File: src/rtl/wb_port_arbiter.sv
// Register-file write-port arbiter for MULT, LSU, DIV and EXE with EXE anti-starvation boost.
// Define WB_PORT_ARBITER_PERF_EN to add conflict and boost-cycle performance counters.
module wb_port_arbiter #(
  parameter int unsigned STARVE_MAX = 4,
  parameter int unsigned CNT_W      = 4
) (
  input  logic        clk,
  input  logic        rstn,
  input  logic        EXE_reg_wr,
  input  logic [4:0]  EXE_reg_rd,
  input  logic [31:0] EXE_reg_data,
  input  logic        MULT_reg_wr,
  input  logic [4:0]  MULT_reg_rd,
  input  logic [31:0] MULT_reg_data,
  input  logic        DIV_reg_wr,
  input  logic [4:0]  DIV_reg_rd,
  input  logic [31:0] DIV_reg_data,
  output logic        DIV_reg_rdy,
  input  logic        LSU_reg_wr,
  input  logic [4:0]  LSU_reg_rd,
  input  logic [31:0] LSU_reg_data,
  output logic        LSU_reg_rdy,
  output logic        exe_stall,
  output logic        rf_we,
  output logic [4:0]  rf_waddr,
  output logic [31:0] rf_wdata
`ifdef WB_PORT_ARBITER_PERF_EN
  ,
  output logic [31:0] perf_conflict_cnt,
  output logic [31:0] perf_boost_cnt
`endif
);

  typedef enum logic [0:0] {StNormal, StBoost} state_e;

  state_e           state_q, state_d;
  logic [CNT_W-1:0] cnt_q, cnt_d;
  logic             grant_mult, grant_lsu, grant_div, grant_exe, any_grant;
  logic [4:0]       sel_rd;
  logic [31:0]      sel_data;
  logic             rf_we_q;
  logic [4:0]       rf_waddr_q;
  logic [31:0]      rf_wdata_q;

  // MULT cannot be stalled, so it always wins; BOOST lifts EXE above LSU/DIV.
  always_comb begin
    grant_mult = MULT_reg_wr;
    grant_exe  = 1'b0;
    grant_lsu  = 1'b0;
    grant_div  = 1'b0;
    if (!MULT_reg_wr) begin
      if (state_q == StBoost) begin
        if (EXE_reg_wr)      grant_exe = 1'b1;
        else if (LSU_reg_wr) grant_lsu = 1'b1;
        else if (DIV_reg_wr) grant_div = 1'b1;
      end else begin
        if (LSU_reg_wr)      grant_lsu = 1'b1;
        else if (DIV_reg_wr) grant_div = 1'b1;
        else if (EXE_reg_wr) grant_exe = 1'b1;
      end
    end
  end

  assign any_grant   = grant_mult | grant_lsu | grant_div | grant_exe;
  assign DIV_reg_rdy = rstn & DIV_reg_wr & grant_div;
  assign LSU_reg_rdy = rstn & LSU_reg_wr & grant_lsu;
  assign exe_stall   = rstn & EXE_reg_wr & ~grant_exe;

  always_comb begin
    sel_rd   = EXE_reg_rd;
    sel_data = EXE_reg_data;
    if (grant_mult) begin
      sel_rd   = MULT_reg_rd;
      sel_data = MULT_reg_data;
    end else if (grant_lsu) begin
      sel_rd   = LSU_reg_rd;
      sel_data = LSU_reg_data;
    end else if (grant_div) begin
      sel_rd   = DIV_reg_rd;
      sel_data = DIV_reg_data;
    end
  end

  // Boost is entered on the same edge the counter saturates.
  always_comb begin
    cnt_d = '0;
    if (exe_stall) begin
      cnt_d = (cnt_q == CNT_W'(STARVE_MAX)) ? cnt_q : cnt_q + CNT_W'(1);
    end
    state_d = state_q;
    unique case (state_q)
      StNormal: if (cnt_d == CNT_W'(STARVE_MAX)) state_d = StBoost;
      StBoost:  if (grant_exe || !EXE_reg_wr) state_d = StNormal;
      default:  state_d = StNormal;
    endcase
  end

  always_ff @(posedge clk or negedge rstn) begin
    if (!rstn) begin
      state_q    <= StNormal;
      cnt_q      <= '0;
      rf_we_q    <= 1'b0;
      rf_waddr_q <= '0;
      rf_wdata_q <= '0;
    end else begin
      state_q <= state_d;
      cnt_q   <= cnt_d;
      // x0 writes are consumed but never reach the register file.
      rf_we_q <= any_grant && (sel_rd != 5'd0);
      if (any_grant) begin
        rf_waddr_q <= sel_rd;
        rf_wdata_q <= sel_data;
      end
    end
  end

  assign rf_we    = rf_we_q;
  assign rf_waddr = rf_waddr_q;
  assign rf_wdata = rf_wdata_q;

`ifdef WB_PORT_ARBITER_PERF_EN
  logic [31:0] perf_conflict_q, perf_boost_q;
  logic        conflict;

  assign conflict = exe_stall | (DIV_reg_wr & ~grant_div) | (LSU_reg_wr & ~grant_lsu);

  always_ff @(posedge clk or negedge rstn) begin
    if (!rstn) begin
      perf_conflict_q <= '0;
      perf_boost_q    <= '0;
    end else begin
      if (conflict)              perf_conflict_q <= perf_conflict_q + 32'd1;
      if (state_q == StBoost)    perf_boost_q    <= perf_boost_q + 32'd1;
    end
  end

  assign perf_conflict_cnt = perf_conflict_q;
  assign perf_boost_cnt    = perf_boost_q;
`endif

endmodule

File: config.mk
export PLATFORM = sky130hd
export DESIGN_NAME = wb_port_arbiter
export DESIGN_NICKNAME = d
export VERILOG_FILES = /design/src/rtl/wb_port_arbiter.sv
export SDC_FILE = /design/constraint.sdc
export NUM_CORES = 1
export LEC_CHECK = 0
export BUFFER_PORTS_ARGS = -buffer_cell sky130_fd_sc_hd__buf_2
export CORE_MARGIN = 10
export CORE_UTILIZATION = 42
export CTS_CLUSTER_DIAMETER = 120
export CTS_CLUSTER_SIZE = 16
export DETAILED_ROUTE_END_ITERATION = 8
export PLACE_DENSITY = 0.82
export SYNTH_ARGS = -nofsm -noshare
export SYNTH_HDL_FRONTEND = slang
export SYNTH_SLANG_ARGS = --single-unit
export TNS_END_PERCENT = 10
File: constraint.sdc
create_clock -name clk -period 1.8 [get_ports clk]
set_input_delay 0.36 -clock clk [delete_from_list [all_inputs] [get_ports clk]]
set_output_delay 0.36 -clock clk [all_outputs]
set_load 0.05 [all_outputs]
Word-level counts from Yosys, hierarchy flattened
Cells that the tools add are included.
- $add $sub $neg: 1
- equality and inequality tests: 2
- muxes and demuxes: 25
- bitwise operators: 11
- reduce and logical (&&, ||, !) cells: 4
- operator list (kind ; count):
    two-way mux 32 bit ; 3
    two-way mux 1 bit ; 16
    two-way mux 5 bit ; 3
    == test 4 x 3 -> 1 bit (second input constant) ; 2
    two-way mux 4 bit ; 2
    AND 1 bit ; 6
    nonzero test 5 bit ; 1
    adder 4 x 1 -> 4 bit (second input constant) ; 1
    bitwise OR 1 bit ; 3
    inverter 1 bit ; 2
    one-hot mux 1 bit (2 select lines) ; 1
    logical AND 1 bit ; 1
    zero test 1 bit ; 1
    logical OR 1 bit ; 1
- bits in registers: 43
- input port bits: 154
- output and inout bits: 41
- word-level logic and storage cells: 48

Logic depth before layout (Yosys ltp)
Gate-level depths: netlist (run 1).
- depth in word-level cells: 11
- mapped depth: 8

Worst setup path after synthesis (run 1)
Ideal clock, no wire load.
- path kind: input -> register
- start point: input port LSU_reg_wr
- end point: register state_q
- setup time: 101 ps
- arrival time: 2027 ps
- required time: 1699 ps
- slack: -327 ps
- stages on the path: 6
- buffers on the path: 1
- cell sequence: buf_2 -> o21bai_1 -> a21oi_1 -> o211a_1 -> nand2_1 -> o32ai_1
- cells in the longest elaborated chain, start to end: 9
- elaborated cells between the ends (all ways): 11
- ends and longest elaborated chain (element ; line ; source):
    start: declaration ; 19 ; input logic LSU_reg_wr,
    two-way mux 1 bit ; 57 ; if (LSU_reg_wr) grant_lsu = 1'b1;
    two-way mux 1 bit ; 52 ; if (state_q == StBoost) begin
    two-way mux 1 bit ; 51 ; if (!MULT_reg_wr) begin
    inverter 1 bit ; 67 ; assign exe_stall = rstn & EXE_reg_wr & ~grant_exe;
    AND 1 bit ; 67 ;
    named net exe_stall ; 23 ; output logic exe_stall,
    two-way mux 4 bit ; 87 ; if (exe_stall) begin
    named net cnt_d[2] ; 37 ; logic [CNT_W-1:0] cnt_q, cnt_d;
    == test 4 x 3 -> 1 bit ; 92 ; StNormal: if (cnt_d == CNT_W'(STARVE_MAX)) state_d = StBoost;
    two-way mux 1 bit ; 92 ;
    one-hot mux 1 bit (2 select lines) ; 91 ; unique case (state_q)
    named net state_d ; 36 ; state_e state_q, state_d;
    end signal: assignment ; 100 ; state_q <= StNormal;
    end signal: assignment ; 106 ; state_q <= state_d;
    end: declaration ; 36 ;
The timed path passes the listed nets, and every way through them passes these cells.
A chain may end at the register's enable or synchronous reset.

Worst setup path in the final report (run 1)
- start point: register state_q
- end point: output port exe_stall
- cells in the longest elaborated chain, start to end: 4
- ends and longest elaborated chain (element ; line):
    two-way mux 1 bit ; 52
    two-way mux 1 bit ; 51
    inverter 1 bit ; 67
    AND 1 bit ; 67
    end: declaration ; 23
No other way between the ends.

==> results of run 1 <==
-- timing repair --
item,in CTS,in global routing
hold buffers,0,0
buffers inserted,0,2
endpoints found under the setup margin,24,9
resized for setup,8,3
pin swaps,1,6
-- power groups by stage --
stage          Combinational, mW  Sequential [mW]  Clock (mW)
2_1_floorplan              0.305             1.44           0
3_3_place_gp               0.999             1.12           0
3_5_place_dp                1.02             1.13           0
4_1_cts                     1.03             1.11       0.776
5_1_grt                     1.10             1.12       0.819
6_report                    1.04             1.11       0.755
-- worst max-delay path: stages (launching register included) --
cell,delay [ns]
dfrtp_1,0.40
buf_4,0.17
o21bai_4,0.18
a21oi_4,0.19
buf_6,0.18
-- registers in the layout, summed over array words and instances, names as in the netlist --
register	flops
rf_wdata	32
rf_waddr	5
cnt_q	4
rf_we	1
state_q	1
-- area by class of cell --
class | count | area [sq um]
antenna | 1 | 2.50
clock buffer | 5 | 68.8
clock inverter | 3 | 43.8
fill | 527 | 2260
inverter | 3 | 11.3
multi-input combinational | 214 | 1560
sequential | 43 | 1080
tap | 77 | 96.3
timing repair buffer | 224 | 1230
-- cells by family after synthesis --
logic type      synth area share [%]
simple gates                    16.7
compound gates                  24.9
flops                           39.2
buf+inv                         6.34
mux                             11.6
fa+ha+maj                      0.911
xor+xnor                       0.319
-- routing by layer --
layer | vias to the layer above | wire [microns] | track usage [%] | share of wire (%)
met2 | 193 | 5780 | 37.2 | 50
met1 | 1518 | 4130 | 22.3 | 36
li1 | 1497 | - | - | -
met5 | - | 0 | 0 | 0
met4 | 0 | 140 | 4.57 | 1.2
met3 | 15 | 1580 | 10.6 | 14
-- worst paths after layout --
check / from / to / cells after the start
worst max-delay path: state_q / exe_stall / 4
worst min-delay path: rstn / rf_wdata[9] / 2
worst max register to register: state_q / rf_wdata[1] / 6
worst min register to register: rf_waddr[3] / rf_waddr[3] / 2
max in group asynchronous: rstn / rf_wdata[23] / 2
min in group clk: MULT_reg_data[4] / rf_wdata[4] / 3
-- placed cells by master, fill, tap and decap left out, types with 2 or more instances in the layout --
cell type	netlist	layout
ha_1	2	2
nand2_2	1	2
and2_1	3	3
mux2_2	3	3
a31oi_1	5	5
buf_2	6	192
a21oi_1	27	24
buf_12	0	2
nand3_1	5	5
buf_4	5	28
nor2_1	36	36
buf_6	5	2
mux2_4	19	19
a222oi_1	22	22
a221oi_1	3	3
a22oi_1	13	13
inv_1	3	3
nor3b_1	3	3
nor3_1	2	2
nand2_1	36	35
a311o_1	10	10
a21oi_4	0	3
dfrtp_1	43	43
clkbuf_8	0	5
o21ai_0	4	4
==> flow_metrics.tcl, run 1 <==
set metrics [dict create \
    outcome "completed" \
    htreeDepth 2 \
    detail_route.wl_per_cell_microns 20.4 \
    start_util_pct 43.2 \
    cts_root_buf "clkbuf_8" \
    final_cells 570 \
    fin_hold_ws_ns 0.0539 \
    grt_pass1_vias 3476 \
    seq_area_frac_synth_pct 39.2 \
    wl_mm 11.6 \
    finalCriticalPeriod_ns 1.77 \
    dieArea_sq_um 10200 \
    power_frac_comb_pct 35.7 \
    rsz0062_at_grt "true" \
    synthesis.area_sq_um 2750 \
    vias_per_cell 5.65 \
    drtPass1Iterations 6 \
    path_clk_slew_ns 0.09 \
    ys_ff_latch 43 \
    clock_power_share_pct 26.0 \
    drv_slew 0 \
    coreArea_sq_um 6350 \
    p_sw_mw 1.05 \
    start_kind "flop" \
    p_per_area_nw_per_um2 710 \
    synthTopCellsByArea "dfrtp_1, mux2_4, a222oi_1" \
    grt_pass1_wl_mm 17.5 \
    syn_area_per_cell_sq_um 9.63 \
    p_sw_share_pct 36.0 \
    cp.arrival_ns 1.41 \
    fmax_mhz 565 \
    netlist.area_leader.share_pct 39.2 \
    synthDistinctLibCells 43 \
    synth_area_leader_cell "dfrtp_1" \
    clk_latency_ns 0.30 \
    synth_edf_count 0 \
    grt_util_all_layers_pct 21.3 \
    fp.dieH_microns 101 \
    async_flop_share_pct 100 \
    critPathMaxFanout 5 \
    worstPathRequired_ns 1.44 \
    rows 29 \
    hold_viol_final 0 \
    place_congestion 0.854 \
    endpoint_kind "output pin" \
    finalSetupViolCount 0 \
    placed_area_sq_um 3900 \
    antenna_left 0 \
    syn_nets 441 \
    dpl.hpwl_mm 9.41 \
    drive_gt1_share_pct 54.3 \
    ir_drop_uv 483 \
    clk_path_buf_depth 2 \
    fin_crit_sh_pct 98.3 \
    grt_antenna_before_repair 1 \
    fin_total_pwr_mw 2.90 \
    syn_inst 285 \
    pin_count 195 \
    vias 3223 \
    numPortBuffers 194 \
    p_leak_nw 2.14 \
    grt_overflow 0 \
    cap_violations 0 \
    synth_flop_cell "dfrtp_1" \
    syn_to_final_growth_pct 49.0 \
    synth_commonest_cells "dfrtp_1, nand2_1, nor2_1" \
    tns_ns 0 \
    tightest_slew_ns 0.624 \
    cts_made_buffers 5 \
    dp_slack_ns -0.221 \
    final_util_pct 64.4 \
    p_int_mw 1.86 \
    drc 0 \
    seqPwrFrac_pct 38.2 \
    worst_slack_ns 0.0300 \
    hp-class "in2async" \
    cts_sinks 43 \
    final_area_sq_um 4090 \
    fin_skew_ns 0.00846 \
    placed_cells 559 \
    cts_tree "done" \
    drt_iter0_markers 251 \
    synth_warnings 0 \
    rrSetupSlack_ns 0.10 \
    crit_type "reg2out" \
    fin_nets 647 \
    yosysMostFrequentCell "dfrtp_1" \
    grt_max_degree 31 \
    max_slew_margin_pct 58.3 \
    die_width_microns 101 \
]
(Power assumes the default switching activity.)
==> inputs of run 2 (changes only) <==
- ABC_AREA: default -> 1
- CORE_UTILIZATION: 42 -> 43
==> run 2 against run 1 <==
- the run now ends with setup timing left
- die area up 4.5%
- sequential share of layout area shrank 1.1 points
- combinational power increased by 9%
- synthesized cell count increased by 51%
- via count up 13%
- setup slack lost 0.057 ns
- largest power group unchanged
==> flow_metrics.tcl, run 2 <==
set metrics [dict create \
    outcome "finished with violations" \
    violations "setup timing" \
    grt_pass1_wl_mm 17.4 \
    clk_latency_ns 0.29 \
    drtPass1Iterations 6 \
    drc 0 \
    mostFrequentLayoutCell "buf_2" \
    start_util_pct 43.9 \
    reg2reg_depth 10 \
    tns_ns -0.0381 \
    rrSetupSlack_ns 0.09 \
    rows 30 \
    cts_tree "done" \
    fin_total_pwr_mw 3.00 \
    fmax_mhz 547 \
    async_flop_share_pct 100 \
    p_int_mw 1.84 \
    clk_path_buf_depth 2 \
    fin_nets 787 \
    grt_max_degree 44 \
    clock_power_share_pct 24.6 \
    r2r_end "rf_wdata[27]" \
    synth_area_leader_cell "dfrtp_1" \
    cap_violations 0 \
    grt_overflow 0 \
    syn_to_final_growth_pct 43.7 \
    dieArea_sq_um 10600 \
    syn_area_per_cell_sq_um 6.89 \
    crit_type "reg2out" \
    grt_pass1_vias 3759 \
    drt_iter0_markers 101 \
    p_leak_nw 2.44 \
    final_util_pct 63.1 \
    yosysMostFrequentCell "nand2_1" \
    coreArea_sq_um 6760 \
    seqPwrFrac_pct 37.6 \
    drive_gt1_share_pct 38.4 \
    fp.dieH_microns 103 \
    syn_nets 587 \
    numPortBuffers 194 \
    path_clk_slew_ns 0.09 \
    synthDistinctLibCells 31 \
    cp.arrival_ns 1.47 \
    synthTopCellsByArea "dfrtp_1, nand2_1, inv_1" \
    critPathMaxFanout 4 \
    die_width_microns 103 \
    start_kind "flop" \
    dp_slack_ns 0.101 \
    finalSetupViolCount 3 \
    grt_util_all_layers_pct 20.3 \
    largest_register_ffs 32 \
    synth_flop_cell "dfrtp_1" \
    hold_viol_final 0 \
    synth_commonest_cells "nand2_1, inv_1, dfrtp_1" \
    endpoint_kind "output pin" \
    vias_per_cell 5.13 \
    ir_drop_uv 497 \
    tightest_slew_ns 0.557 \
    fin_skew_ns 0.00652 \
    seq_area_frac_synth_pct 36.3 \
    place_congestion 0.912 \
    p_per_area_nw_per_um2 704 \
    cts_root_buf "clkbuf_8" \
    synth_warnings 0 \
    htreeDepth 2 \
    antenna_left 0 \
    max_slew_margin_pct 62.8 \
    synthesis.area_sq_um 2970 \
    p_sw_mw 1.16 \
    hp-class "in2async" \
    worst_slack_ns -0.0270 \
    netlist.area_leader.share_pct 36.3 \
    syn_inst 431 \
    finalCriticalPeriod_ns 1.83 \
    worstPathRequired_ns 1.44 \
    vias 3655 \
    detail_route.wl_per_cell_microns 16.2 \
    wl_mm 11.5 \
    fin_crit_sh_pct 102 \
    p_sw_share_pct 38.7 \
    rsz0062_at_grt "true" \
    ys_ff_latch 43 \
    cts_made_buffers 5 \
    fin_hold_ws_ns 0.188 \
    pin_count 195 \
    rr_startpoint "state_q" \
    grt_antenna_before_repair 1 \
    power_frac_comb_pct 37.8 \
    synth_edf_count 0 \
    final_cell_mix "buf_2, nand2_1, inv_1, dfrtp_1, nor2_1" \
    drv_slew 0 \
    dpl.hpwl_mm 9.01 \
    cts_sinks 43 \
]
[run 2: cell types whose count changed after synthesis, sizes merged, moves of 13 or more]
cell    delta
a222oi    -22
a22oi     -13
a31oi     +23
inv       +66
mux2      -22
nand2     +88
nand3     +21
o211ai    +32
[run 2: critical path: stages (launching register included)]
cell,delay (ns)
dfrtp_2,0.47
nand2_4,0.11
nand2_4,0.08
nand2_4,0.08
nor2_4,0.04
nor3_4,0.21
buf_6,0.18
[run 2: logic make-up (layout without fill, tap and decap cells)]
kind of cell / Yosys count / after routing / synth area share [%]
simple gates: 202 / 202 / 29.2
xor+xnor: 1 / 1 / 0.295
fa+ha+maj: 2 / 2 / 0.843
buf+inv: 95 / 295 / 14.4
other cells: 0 / 1 / 0
flops: 43 / 43 / 36.3
compound gates: 88 / 88 / 19.0
[run 2: what timing repair did]
item	CTS	global route
hold buffers	0	0
setup endpoints to repair	2	3
buffers inserted	2	8
pin swaps	1	4
gates cloned	0	0
gates resized for setup	9	8
[run 2: how the worst max path moves through the flow]
stage	cells after the start	from	to
after floorplan	6	state_q	LSU_reg_rdy
after global placement	7	EXE_reg_wr	LSU_reg_rdy
after detailed placement	7	EXE_reg_wr	LSU_reg_rdy
after CTS	6	state_q	exe_stall
after global routing	6	state_q	exe_stall
final	6	state_q	exe_stall
[run 2: area by class of cell]
type                            instances  area [sq um]
Fill cell                             614          2490
Multi-Input combinational cell        293          1510
Timing Repair Buffer                  217          1200
Sequential cell                        43          1080
Inverter                               71           273
Tap cell                               80           100
Clock buffer                            6          72.6
Clock inverter                          1          30.0
Antenna cell                            1          2.50
[run 2: per-layer routing]
metal  wire length, microns  GRT usage, %  up-vias
met2                   6040          37.0      181
met4                    291          7.59        0
met1                   4150          21.4     1653
met3                   1030          6.30       24
met5                      0             0        -
li1                       -             -     1797
[run 2: power groups by stage]
stage / clock network (mW) / logic, mW / registers [mW]
floorplan: 0 / 0.337 / 1.52
global placement: 0 / 1.09 / 1.14
detailed placement: 0 / 1.12 / 1.15
CTS: 0.750 / 1.12 / 1.13
global route: 0.801 / 1.22 / 1.14
finish: 0.738 / 1.13 / 1.13
[run 2: per-stage QoR]
step / cells / instance area [sq um]
after detailed placement: 694 / 4020
after global placement: 694 / 4020
final: 712 / 4260
after global routing: 712 / 4260
after floorplan: 431 / 2970
after CTS: 703 / 4160
